<file path="src/rtl/axi_res_tbl_arb.sv">
// axi_res_tbl_arb: shares one AXI reservation table between N_PORTS LR/SC adapters.
// One table operation is forwarded per cycle. The order is boosted check, then boosted
// set, then clear, then check, then set. Each class has its own round-robin pointer.
// The table is driven combinationally from the winning port. If the table does not
// grant in the same cycle, the winner is locked until the table grants it.

module axi_res_tbl_arb #(
  parameter int unsigned N_PORTS        = 2,
  parameter int unsigned AXI_ADDR_WIDTH = 32,
  parameter int unsigned AXI_ID_WIDTH   = 4,
  parameter int unsigned MAX_WAIT       = 8
) (
  input  logic                                     clk_i,
  input  logic                                     rst_ni,
  input  logic [N_PORTS-1:0][AXI_ADDR_WIDTH-1:0]   clr_addr_i,
  input  logic [N_PORTS-1:0]                       clr_req_i,
  output logic [N_PORTS-1:0]                       clr_gnt_o,
  input  logic [N_PORTS-1:0][AXI_ADDR_WIDTH-1:0]   set_addr_i,
  input  logic [N_PORTS-1:0][AXI_ID_WIDTH-1:0]     set_id_i,
  input  logic [N_PORTS-1:0]                       set_req_i,
  output logic [N_PORTS-1:0]                       set_gnt_o,
  input  logic [N_PORTS-1:0][AXI_ADDR_WIDTH-1:0]   check_addr_i,
  input  logic [N_PORTS-1:0][AXI_ID_WIDTH-1:0]     check_id_i,
  input  logic [N_PORTS-1:0]                       check_req_i,
  output logic [N_PORTS-1:0]                       check_gnt_o,
  output logic [N_PORTS-1:0]                       check_res_o,
  output logic [AXI_ADDR_WIDTH-1:0]                tbl_clr_addr_o,
  output logic                                     tbl_clr_req_o,
  input  logic                                     tbl_clr_gnt_i,
  output logic [AXI_ADDR_WIDTH-1:0]                tbl_set_addr_o,
  output logic [AXI_ID_WIDTH-1:0]                  tbl_set_id_o,
  output logic                                     tbl_set_req_o,
  input  logic                                     tbl_set_gnt_i,
  output logic [AXI_ADDR_WIDTH-1:0]                tbl_check_addr_o,
  output logic [AXI_ID_WIDTH-1:0]                  tbl_check_id_o,
  output logic                                     tbl_check_req_o,
  input  logic                                     tbl_check_gnt_i,
  input  logic                                     tbl_check_res_i
);

  localparam int unsigned PW = (N_PORTS > 1) ? $clog2(N_PORTS) : 1;
  localparam int unsigned CW = $clog2(MAX_WAIT + 1);
  localparam logic [CW-1:0] WAIT_MAX = CW'(MAX_WAIT);

  typedef enum logic [1:0] {CLS_NONE = 2'd0, CLS_CLR = 2'd1, CLS_CHECK = 2'd2, CLS_SET = 2'd3} cls_e;
  typedef enum logic {ST_IDLE = 1'b0, ST_LOCKED = 1'b1} state_e;

  state_e         state_r, state_nxt_s;
  cls_e           lock_cls_r, sel_cls_s;
  logic [PW-1:0]  lock_port_r, sel_port_s;
  logic [PW-1:0]  rr_clr_r, rr_chk_r, rr_set_r;
  logic [PW-1:0]  clr_pick_s, chk_pick_s, set_pick_s;
  logic [CW-1:0]  chk_wait_r, set_wait_r;
  logic [N_PORTS-1:0] sel_oh_s;
  logic           fire_s, chk_boost_s, set_boost_s, chk_fire_s, set_fire_s, lock_s;

  // Return the first requesting port at or after ptr. The search wraps from the last port to port 0.
  function automatic logic [PW-1:0] rr_pick(input logic [N_PORTS-1:0] req, input logic [PW-1:0] ptr);
    logic [2*N_PORTS-1:0] win;
    logic [PW-1:0]        sel;
    logic                 found;
    win   = {req, req} >> ptr;
    sel   = ptr;
    found = 1'b0;
    for (int unsigned k = 0; k < N_PORTS; k++) begin
      if (!found && win[0]) begin
        sel   = PW'((32'(ptr) + k) % N_PORTS);
        found = 1'b1;
      end
      win = win >> 1;
    end
    return sel;
  endfunction

  // Return the pointer value that follows a grant to port: (port + 1) mod N_PORTS.
  function automatic logic [PW-1:0] rr_next(input logic [PW-1:0] port);
    if (32'(port) + 32'd1 >= N_PORTS) begin
      return '0;
    end else begin
      return port + PW'(1);
    end
  endfunction

  assign clr_pick_s  = rr_pick(clr_req_i, rr_clr_r);
  assign chk_pick_s  = rr_pick(check_req_i, rr_chk_r);
  assign set_pick_s  = rr_pick(set_req_i, rr_set_r);
  assign chk_boost_s = (chk_wait_r == WAIT_MAX) && (|check_req_i);
  assign set_boost_s = (set_wait_r == WAIT_MAX) && (|set_req_i);
  assign sel_oh_s    = N_PORTS'(1'b1) << sel_port_s;
  assign chk_fire_s  = fire_s && (sel_cls_s == CLS_CHECK);
  assign set_fire_s  = fire_s && (sel_cls_s == CLS_SET);
  assign lock_s      = (state_r == ST_IDLE) && (sel_cls_s != CLS_NONE) && !fire_s;

  // Choose the class and port to forward. In LOCKED this is the latched winner. Reset forces no selection.
  always_comb begin
    sel_cls_s  = CLS_NONE;
    sel_port_s = '0;
    if (!rst_ni) begin
      sel_cls_s = CLS_NONE;
    end else if (state_r == ST_LOCKED) begin
      sel_cls_s  = lock_cls_r;
      sel_port_s = lock_port_r;
    end else if (chk_boost_s) begin
      sel_cls_s  = CLS_CHECK;
      sel_port_s = chk_pick_s;
    end else if (set_boost_s) begin
      sel_cls_s  = CLS_SET;
      sel_port_s = set_pick_s;
    end else if (|clr_req_i) begin
      sel_cls_s  = CLS_CLR;
      sel_port_s = clr_pick_s;
    end else if (|check_req_i) begin
      sel_cls_s  = CLS_CHECK;
      sel_port_s = chk_pick_s;
    end else if (|set_req_i) begin
      sel_cls_s  = CLS_SET;
      sel_port_s = set_pick_s;
    end else begin
      sel_cls_s = CLS_NONE;
    end
  end

  // Drive the selected table port. When the table grants, return the grant to the selected port.
  always_comb begin
    tbl_clr_addr_o   = '0;
    tbl_clr_req_o    = 1'b0;
    tbl_set_addr_o   = '0;
    tbl_set_id_o     = '0;
    tbl_set_req_o    = 1'b0;
    tbl_check_addr_o = '0;
    tbl_check_id_o   = '0;
    tbl_check_req_o  = 1'b0;
    clr_gnt_o        = '0;
    set_gnt_o        = '0;
    check_gnt_o      = '0;
    check_res_o      = '0;
    fire_s           = 1'b0;
    case (sel_cls_s)
      CLS_CLR: begin
        tbl_clr_req_o  = 1'b1;
        tbl_clr_addr_o = clr_addr_i[sel_port_s];
        fire_s         = tbl_clr_gnt_i;
        clr_gnt_o      = tbl_clr_gnt_i ? sel_oh_s : '0;
      end
      CLS_SET: begin
        tbl_set_req_o  = 1'b1;
        tbl_set_addr_o = set_addr_i[sel_port_s];
        tbl_set_id_o   = set_id_i[sel_port_s];
        fire_s         = tbl_set_gnt_i;
        set_gnt_o      = tbl_set_gnt_i ? sel_oh_s : '0;
      end
      CLS_CHECK: begin
        tbl_check_req_o  = 1'b1;
        tbl_check_addr_o = check_addr_i[sel_port_s];
        tbl_check_id_o   = check_id_i[sel_port_s];
        fire_s           = tbl_check_gnt_i;
        check_gnt_o      = tbl_check_gnt_i ? sel_oh_s : '0;
        check_res_o      = (tbl_check_gnt_i && tbl_check_res_i) ? sel_oh_s : '0;
      end
      default: begin
        fire_s = 1'b0;
      end
    endcase
  end

  // Next state: enter LOCKED when a forwarded operation is not granted; leave LOCKED on its grant.
  always_comb begin
    state_nxt_s = state_r;
    case (state_r)
      ST_IDLE:   state_nxt_s = lock_s ? ST_LOCKED : ST_IDLE;
      ST_LOCKED: state_nxt_s = fire_s ? ST_IDLE : ST_LOCKED;
      default:   state_nxt_s = ST_IDLE;
    endcase
  end

  // State register.
  always_ff @(posedge clk_i or negedge rst_ni) begin
    if (!rst_ni) begin
      state_r <= ST_IDLE;
    end else begin
      state_r <= state_nxt_s;
    end
  end

  // Latch the winner that must be held until the table grants it.
  always_ff @(posedge clk_i or negedge rst_ni) begin
    if (!rst_ni) begin
      lock_cls_r  <= CLS_NONE;
      lock_port_r <= '0;
    end else if (lock_s) begin
      lock_cls_r  <= sel_cls_s;
      lock_port_r <= sel_port_s;
    end else begin
      lock_cls_r  <= lock_cls_r;
      lock_port_r <= lock_port_r;
    end
  end

  // Advance the granted class's round-robin pointer past the port that was just served.
  always_ff @(posedge clk_i or negedge rst_ni) begin
    if (!rst_ni) begin
      rr_clr_r <= '0;
      rr_chk_r <= '0;
      rr_set_r <= '0;
    end else if (fire_s) begin
      case (sel_cls_s)
        CLS_CLR:   rr_clr_r <= rr_next(sel_port_s);
        CLS_CHECK: rr_chk_r <= rr_next(sel_port_s);
        CLS_SET:   rr_set_r <= rr_next(sel_port_s);
        default:   rr_clr_r <= rr_clr_r;
      endcase
    end else begin
      rr_clr_r <= rr_clr_r;
    end
  end

  // Starvation counters for check and set, kept in every state. They saturate at MAX_WAIT and clear on grant.
  always_ff @(posedge clk_i or negedge rst_ni) begin
    if (!rst_ni) begin
      chk_wait_r <= '0;
      set_wait_r <= '0;
    end else begin
      if (chk_fire_s) begin
        chk_wait_r <= '0;
      end else if ((|check_req_i) && (chk_wait_r != WAIT_MAX)) begin
        chk_wait_r <= chk_wait_r + CW'(1);
      end else begin
        chk_wait_r <= chk_wait_r;
      end
      if (set_fire_s) begin
        set_wait_r <= '0;
      end else if ((|set_req_i) && (set_wait_r != WAIT_MAX)) begin
        set_wait_r <= set_wait_r + CW'(1);
      end else begin
        set_wait_r <= set_wait_r;
      end
    end
  end

  axi_res_tbl_arb_chk #(.N_PORTS(N_PORTS)) u_chk (
    .clk_i       (clk_i),
    .rst_ni      (rst_ni),
    .clr_req_i   (clr_req_i),
    .clr_gnt_i   (clr_gnt_o),
    .set_req_i   (set_req_i),
    .set_gnt_i   (set_gnt_o),
    .check_req_i (check_req_i),
    .check_gnt_i (check_gnt_o)
  );

endmodule

// axi_res_tbl_arb_chk: requester-side protocol checks. A request must stay high until it is granted.
module axi_res_tbl_arb_chk #(
  parameter int unsigned N_PORTS = 2
) (
  input logic               clk_i,
  input logic               rst_ni,
  input logic [N_PORTS-1:0] clr_req_i,
  input logic [N_PORTS-1:0] clr_gnt_i,
  input logic [N_PORTS-1:0] set_req_i,
  input logic [N_PORTS-1:0] set_gnt_i,
  input logic [N_PORTS-1:0] check_req_i,
  input logic [N_PORTS-1:0] check_gnt_i
);
  for (genvar p = 0; p < N_PORTS; p++) begin : g_port
    a_clr_hold: assert property (@(posedge clk_i) disable iff (!rst_ni)
      clr_req_i[p] && !clr_gnt_i[p] |=> clr_req_i[p]);
    a_set_hold: assert property (@(posedge clk_i) disable iff (!rst_ni)
      set_req_i[p] && !set_gnt_i[p] |=> set_req_i[p]);
    a_chk_hold: assert property (@(posedge clk_i) disable iff (!rst_ni)
      check_req_i[p] && !check_gnt_i[p] |=> check_req_i[p]);
  end
endmodule
</file>
<file path="config.mk">
export PLATFORM = sky130hd
export DESIGN_NAME = axi_res_tbl_arb
export DESIGN_NICKNAME = d
export VERILOG_FILES = /design/src/rtl/axi_res_tbl_arb.sv
export SDC_FILE = /design/constraint.sdc
export NUM_CORES = 1
export LEC_CHECK = 0
export CAP_MARGIN = 20
export CORE_AREA = 2 2 129 131
export DETAILED_ROUTE_END_ITERATION = 6
export DIE_AREA = 0 0 131 133
export DONT_BUFFER_PORTS = 1
export PLACE_DENSITY_LB_ADDON = 0.1
export SYNTH_ARGS = -nofsm -noshare
export SYNTH_HDL_FRONTEND = slang
export SYNTH_SLANG_ARGS = --single-unit
export TNS_END_PERCENT = 5
</file>
<file path="constraint.sdc">
create_clock -name clk_i -period 5.22 [get_ports clk_i]
set_input_delay 0.522 -clock clk_i [delete_from_list [all_inputs] [get_ports clk_i]]
set_output_delay 0.522 -clock clk_i [all_outputs]
set_load 0.02 [all_outputs]
</file>
Word level (Yosys, flattened, before mapping)
Index checks and enable logic that the tools add are counted.
{"block": "totals", "register_bits": 15, "output_inout_bits": 115}
{"block": "classes", "n_eq_ne": 7, "n_addsub": 7, "bitwise": 1, "n_shift": 4, "n_mux": 55, "n_reduce_logical": 25, "order_cmp": 2}
{"op": "two-way mux 32 bit", "count": 9}
{"op": "two-way mux 4 bit", "count": 10}
{"op": "two-way mux 2 bit", "count": 15}
{"op": "two-way mux 1 bit", "count": 19}
{"op": "logical AND 1 bit", "count": 12}
{"op": "right shift 4 x 1 -> 2 bit", "count": 3}
{"op": "adder 4 x 1 -> 4 bit, second input constant", "count": 2}
{"op": "== test 4 bit, second input constant", "count": 2}
{"op": "!= test 4 bit, second input constant", "count": 2}
{"op": "AND reduction 2 bit", "count": 3}
{"op": "nonzero test 2 bit", "count": 3}
{"op": "OR reduction 2 bit", "count": 3}
{"op": "adder 1 bit, second input constant", "count": 4}
{"op": "== test 2 bit, second input constant", "count": 2}
{"op": "zero test 1 bit", "count": 4}
{"op": "one-hot mux 1 bit (3 select lines)", "count": 1}
{"op": "adder 1 x 1 -> 2 bit, second input constant", "count": 1}
{"op": "== test 2 x 1 -> 1 bit, second input constant", "count": 1}
{"op": ">= comparator 2 bit, second input constant", "count": 1}
{"op": "less-than comparator 1 x 2 -> 1 bit, second input constant", "count": 1}
{"op": "one-hot mux 1 bit (2 select lines)", "count": 1}
{"op": "<< shifter 1 x 1 -> 2 bit, first input constant", "count": 1}
{"op": "inverter 1 bit", "count": 1}

Depth between registers and ports, before layout
Gate-level depths: netlist of the first run.
{"block": "logic_depth", "depth_word": 15, "depth_mapped": 11}

Least setup slack after synthesis of the first run
OpenSTA, ideal clock, no wires.
{"block": "synth_timing", "path_type": "register to output", "startpoint": "register set_wait_r[0]", "endpoint": "output port check_res_o[0]", "arrival_time_ns": 2.284, "setup_slack_ns": 2.414, "stages_incl_launch_ff": 10, "path_cell_list": "dfrtp_1 inv_1 ha_1 and3b_1 and2_4 a211o_1 a41oi_2 buf_6 nor2_2 nor3_1"}
{"block": "synth_via", "elab_chain_cells": 9}
{"item": "start: declaration", "line_no": "53", "source": "logic [CW-1:0] chk_wait_r, set_wait_r;"}
{"item": "start signal: assignment", "line_no": "233", "source": "set_wait_r <= set_wait_r + CW'(1);"}
{"item": "start signal: assignment", "line_no": "235", "source": "set_wait_r <= set_wait_r;"}
{"item": "== test 4 bit (*)", "line_no": "88", "source": "assign set_boost_s = (set_wait_r == WAIT_MAX) && (|set_req_i);"}
{"item": "logical AND 1 bit (*)", "line_no": "88"}
{"item": "two-way mux 1 bit", "line_no": "106", "source": "end else if (set_boost_s) begin"}
{"item": "two-way mux 1 bit", "line_no": "103", "source": "end else if (chk_boost_s) begin"}
{"item": "two-way mux 1 bit", "line_no": "100", "source": "end else if (state_r == ST_LOCKED) begin"}
{"item": "two-way mux 1 bit", "line_no": "98", "source": "if (!rst_ni) begin"}
{"item": "<< shifter 1 x 1 -> 2 bit", "line_no": "89", "source": "assign sel_oh_s = N_PORTS'(1'b1) << sel_port_s;"}
{"item": "two-way mux 2 bit", "line_no": "158", "source": "check_res_o = (tbl_check_gnt_i && tbl_check_res_i) ? sel_oh_s : '0;"}
{"item": "two-way mux 2 bit (*)", "line_no": "138", "source": "case (sel_cls_s)"}
{"item": "end: declaration", "line_no": "26", "source": "output logic [N_PORTS-1:0] check_res_o,"}
Every way passes the cells marked *; elsewhere a longest branch is shown, timed or not.

Worst setup path in the final report of the first run
{"block": "layout_timing", "startpoint": "register set_wait_r[0]", "endpoint": "output port tbl_set_id_o[1]"}
{"block": "layout_via", "elab_chain_cells": 9}
{"item": "== test 4 bit (*)", "line_no": "88"}
{"item": "logical AND 1 bit (*)", "line_no": "88"}
{"item": "two-way mux 1 bit", "line_no": "106"}
{"item": "two-way mux 1 bit", "line_no": "103"}
{"item": "two-way mux 1 bit", "line_no": "100"}
{"item": "two-way mux 1 bit", "line_no": "98"}
{"item": "two-way mux 4 bit (implied by the code) (2 in series)", "line_no": "148", "source": "tbl_set_id_o = set_id_i[sel_port_s];"}
{"item": "two-way mux 4 bit (*)", "line_no": "138"}
{"item": "end: declaration", "line_no": "31", "source": "output logic [AXI_ID_WIDTH-1:0] tbl_set_id_o,"}
Every way passes the cells marked *; elsewhere a longest branch is shown, timed or not. The select of a mux whose other input is x is not followed.

==> results of run 1 <==
## through the flow
step | std cells | cell area, sq um | hold WS, ns
2_1_floorplan | 495 | 2980 | 0.226
3_3_place_gp | 664 | 3020 | 0.228
3_5_place_dp | 665 | 3040 | 0.228
4_1_cts | 670 | 3130 | 0.349
5_1_grt | 670 | 3130 | 0.351
6_report | 670 | 3130 | 0.354
## sequential cells by signal (all words and copies together) (netlist names)
signal and count:
set_wait_r 4, lock_cls_r 2, state_r 1, lock_port_r 1, chk_wait_r 4, rr_set_r 1, rr_chk_r 1, rr_clr_r 1
## area by class of cell
type | count | area [sq um]
Tap cell | 220 | 275
Timing Repair Buffer | 8 | 75.1
Clock buffer | 4 | 78.8
Inverter | 12 | 45.0
Multi-Input combinational cell | 411 | 2280
Sequential cell | 15 | 375
Fill cell | 1842 | 13000
## metal layers
layer	track usage (%)	routed length, um	up-vias
met5	0	13	-
met4	2.48	231	2
met3	2.43	1130	16
met2	27.7	7460	254
met1	15.7	5200	1785
li1	-	-	1726
## placed cells by master, fill, tap and decap left out, types with 2 or more instances in the layout
master and count:
clkbuf_16 3, or2_2 2, inv_1 10, buf_4 6, nand2_1 9, xnor2_1 2, nand2b_1 2, mux2_2 5
xor2_1 3, a21oi_1 108, o22ai_1 2, nor3_1 5, dfrtp_1 15, o21ai_1 51, inv_2 2, a21oi_2 10
and3b_1 2, nor2_1 16, nand3_1 110, ha_1 4, o21ai_0 58
## critical path, stage by stage (launching register included)
cell and delay [ns]:
dfrtp_1 0.42, inv_1 0.07, ha_1 0.13, and3b_1 0.25, and2_4 0.19, a211o_1 0.17
a41o_4 0.57, buf_4 0.57, nand3_1 0.15, a21oi_1 0.44
## where the power goes
part / internal (mW) / switching [mW]
Sequential: 0.174 / 0.0552
Combinational: 0.308 / 0.981
Clock: 0.104 / 0.0496
## cell families after synthesis
logic type / count (synthesis) / synth area share, %
AND/OR/NAND/NOR: 154 / 25.8
XOR/XNOR: 5 / 1.47
AO/OA/AOI/OAI: 242 / 44.4
adder cells (fa/ha/maj): 4 / 1.68
buffers and inverters: 69 / 11.8
multiplexers: 6 / 2.22
flip-flops: 15 / 12.6
## how the worst max path moves through the flow
stage                     slack [ns]  depth (start not counted)                    to
after floorplan                 2.41                          9        check_res_o[0]
after global placement          1.72                          9       tbl_set_id_o[3]
after detailed placement        1.69                          9       tbl_set_id_o[1]
after CTS                       1.42                          9        check_res_o[0]
after global routing            1.15                          9  tbl_check_addr_o[18]
final                           1.44                          9       tbl_set_id_o[1]
==> flow_summary.toml, run 1 <==
[run_status]
outcome = "finished clean"

[timing]
rsz0062_at_grt = "no"
skew_ns = 0.00229
min_period_over_period_pct = 72.5
final-hold-violation-count = 0
clock.fmax_ghz = 0.264
maxSlewViolCount = 0
max_slew_margin_pct = 40.3
worstMarginPinSlew_ns = 0.892
fin_tns_setup_ns = 0
setup_slack_ns = 1.44
finalSetupViolCount = 0
period_needed_ns = 3.78

[grt]
grt_usage_pct = 14.1
antenna_found_initial = 1
grt_overflow = 0
grt_start_max_net_pins = 111
grt_pass1_wl_um = 19300
grt_pass1_vias = 3443

[logic_synthesis]
synthArstFlopShare_pct = 100
yosysSeqAreaShare_pct = 12.6
synth_seq_cells = 15
synth_edf_count = 0
yosysTopAreaCellShare_pct = 18.5
synthMostInstantiatedCell = "nand3_1"
syn_area_per_cell_sq_um = 6.02
synth_common_cells = "nand3_1, a21oi_1, o21ai_0, o21ai_1"
synth_area_leaders = "nand3_1, a21oi_1, dfrtp_1, o21ai_0, o21ai_1"
synth_top_cell_by_area = "nand3_1"
syn_area_sq_mm = 0.00298
synth_top_flop_cell = "dfrtp_1"
syn_nets = 719
yosys.cell_types.count = 46
syn_inst = 495
yosysWarnings = 0

[clock_tree]
cts_made_buffers = 3
clockBufferDepth = 2
ctsHoldBuffers = 1
cts_setup_buffers = 0
clock_latency_ns = 0.25
h-tree-depth = 1
cts-root-buf = "clkbuf_16"
clkSinkCount = 15
cts_tree = "done"
clk_pin_slew_ns = 0.05
cts_resized = 0

[detailed_routing]
viasPerCell = 5.65
vias = 3783
dr.pass1.iters = 5
drc = 0
drtAntennaViolNets = 0
drt_iter0_markers = 165
drt_wl_total_um = 14000
routedWlPerCell_um = 20.9

[setup_path]
endpoint_kind = "output port"
worstPathMaxFanout = 57
cp.required_ns = 4.70
r2r-start = "set_wait_r[0]$_DFFE_PN0P_"
rrSetupSlack_ns = 2.17
rr_worst_depth = 10
crit_arrival_ns = 3.26
crit_path_start_kind = "flip-flop"
critPathLaunch = "set_wait_r[0]$_DFFE_PN0P_"
timing.rr.end = "rr_set_r$_DFFE_PN0P_"
critPathKind = "reg2out"

[place]
routabilityCongestion = 0.785
place_ws_ns = 1.69
hpwl_um = 10400
port_buffers = 0

[min_path]
holdPathStages = 1
min_path_type = "in2reg"
holdPathEnd = "set_wait_r[0]$_DFFE_PN0P_"
hp-start = "tbl_set_gnt_i"

[layout]
syn_to_final_growth_pct = 5.08
drive_above_1_share_pct = 8.67
final_util_pct = 19.4
fin_nets = 675
diodes = 0

[floorplanning]
die_y_um = 133
dieWidth_um = 131
core_area_sq_mm = 0.0162
rows = 47
io_pins = 335
start_util_pct = 18.4
die_area_sq_mm = 0.0174

[power_and_ir_drop]
power_density_mw_per_mm2 = 534
p_leak_nw = 0.922
finalPower_mw = 1.67
max-vdd-ir-drop_mv = 0.267

[job]
drv_cap = 0
(Power assumes the default switching activity.)
==> run 2: changes to the inputs <==
==> constraint.sdc (replaced) <==
create_clock -name clk_i -period 3.15 [get_ports clk_i]
set_input_delay 0.315 -clock clk_i [delete_from_list [all_inputs] [get_ports clk_i]]
set_output_delay 0.315 -clock clk_i [all_outputs]
set_load 0.02 [all_outputs]
==> flow_summary.toml, run 2 (synthesized netlist as in run 1, its figures left out) <==
[run_status]
outcome = "finished clean"

[floorplanning]
core_area_sq_mm = 0.0162
rows = 47
die_area_sq_mm = 0.0174
die_y_um = 133
start_util_pct = 18.4
dieWidth_um = 131
io_pins = 335

[clock_tree]
cts-root-buf = "clkbuf_16"
cts_tree = "done"
clockBufferDepth = 2
clk_pin_slew_ns = 0.05
cts_made_buffers = 3
clock_latency_ns = 0.25
clkSinkCount = 15
h-tree-depth = 1

[layout]
fin_nets = 786
final_util_pct = 25.0
drive_above_1_share_pct = 27.3
final_cell_mix = "buf_4, nand3_1, a21oi_1"
postLayoutCellArea_sq_mm = 0.00404
syn_to_final_growth_pct = 35.4
largest_registers = "chk_wait_r (4), set_wait_r (4), lock_cls_r (2)"
final_common_cell = "buf_4"
fin_cells = 782

[detailed_routing]
drt_iter0_markers = 145
routedWlPerCell_um = 19.1
viasPerCell = 5.28
drc = 0
drtAntennaViolNets = 0
vias = 4130
dr.pass1.iters = 6
drt_wl_total_um = 14900

[grt]
antenna_found_initial = 0
grt_start_max_net_pins = 111
grt_usage_pct = 14.7
grt_overflow = 0
grt_pass1_vias = 3757
grt_pass1_wl_um = 20300

[timing]
fin_hold_ws_ns = 0.144
worstMarginPinSlew_ns = 0.814
max_slew_margin_pct = 45.5
min_period_over_period_pct = 94.3
clock.fmax_ghz = 0.337
period_needed_ns = 2.97
fin_tns_setup_ns = 0
finalSetupViolCount = 0
skew_ns = 0.00176
maxSlewViolCount = 0
rsz0062_at_grt = "yes"
final-hold-violation-count = 0

[power_and_ir_drop]
power_density_mw_per_mm2 = 837
max-vdd-ir-drop_mv = 0.586
p_leak_nw = 1.54

[min_path]
min_path_type = "in2reg"
hp-start = "tbl_check_gnt_i"

[setup_path]
cp.required_ns = 2.83
worstPathMaxFanout = 28
crit_arrival_ns = 2.66
critPathKind = "reg2out"
critPathLaunch = "set_wait_r[0]$_DFFE_PN0P_"
r2r-start = "set_wait_r[0]$_DFFE_PN0P_"
endpoint_kind = "output port"
crit_path_start_kind = "flip-flop"

[job]
drv_cap = 0

[place]
routabilityCongestion = 0.807
place_area_sq_mm = 0.00389
hpwl_um = 10900
port_buffers = 0
dp_cells = 773
-- run 2: cell count changes in the layout (fill, tap and decap cells not counted), sizes merged --
cell,change
buf,+110
clkinv,+1
diode,+1
-- run 2: metal layers --
layer | track usage (%) | vias to the layer above | wire length, um
met4 | 2.72 | 0 | 219
met3 | 2.99 | 14 | 1230
met2 | 28.3 | 239 | 7760
met5 | 0 | - | 0
li1 | - | 1948 | -
met1 | 16.5 | 1929 | 5690
-- run 2: report_power, final --
group          internal (mW)  switching (mW)
registers              0.288          0.0885
clock network          0.170          0.0890
logic                  0.998            1.74
total                   1.46            1.92
-- run 2: repair_timing --
action	4_1_cts	5_1_grt
setup buffers	0	2
hold buffers	1	0
endpoints found under the hold margin	15	0
resized for setup	0	3
endpoints found under the setup margin	0	43
-- run 2: worst paths after layout --
kind / endpoint / slack [ns] / cells past startpoint
min in group asynchronous: rr_chk_r$_DFFE_PN0P_ / 0.58 / 1
worst max register to register: lock_cls_r[1]$_DFFE_PN0P_ / 0.45 / 8
worst min register to register: lock_port_r$_DFFE_PN0P_ / 0.50 / 1
worst min-delay path: chk_wait_r[0]$_DFFE_PN0P_ / 0.14 / 1
worst max-delay path: check_res_o[0] / 0.18 / 11
max in group asynchronous: state_r$_DFF_PN0_ / 2.09 / 1
-- run 2: layout make-up --
class,count,area [sq um]
Tap cell,220,275
Sequential cell,15,375
Multi-Input combinational cell,411,2290
Inverter,12,45.0
Fill cell,1816,12100
Clock inverter,1,5.00
Antenna cell,1,2.50
Timing Repair Buffer,119,967
Clock buffer,3,75.1
-- run 2: worst max-delay path, cell delays in order (launching register included) --
cell and delay [ns]:
dfrtp_1 0.40, inv_1 0.06, ha_1 0.18, and3b_1 0.23, and2_4 0.19, a211o_1 0.29, a41oi_4 0.22, buf_4 0.17
buf_12 0.15, nor2_2 0.09, nor3_1 0.24, buf_4 0.18
-- run 2: through the flow --
| stage | power [mW] | setup WS (ns) |
|---|---|---|
| 2_1_floorplan | 2.28 | 0.551 |
| 3_3_place_gp | 3.00 | 0.395 |
| 3_5_place_dp | 3.04 | 0.360 |
| 4_1_cts | 3.31 | 0.0668 |
| 5_1_grt | 3.67 | -0.0412 |
| 6_report | 3.38 | 0.180 |
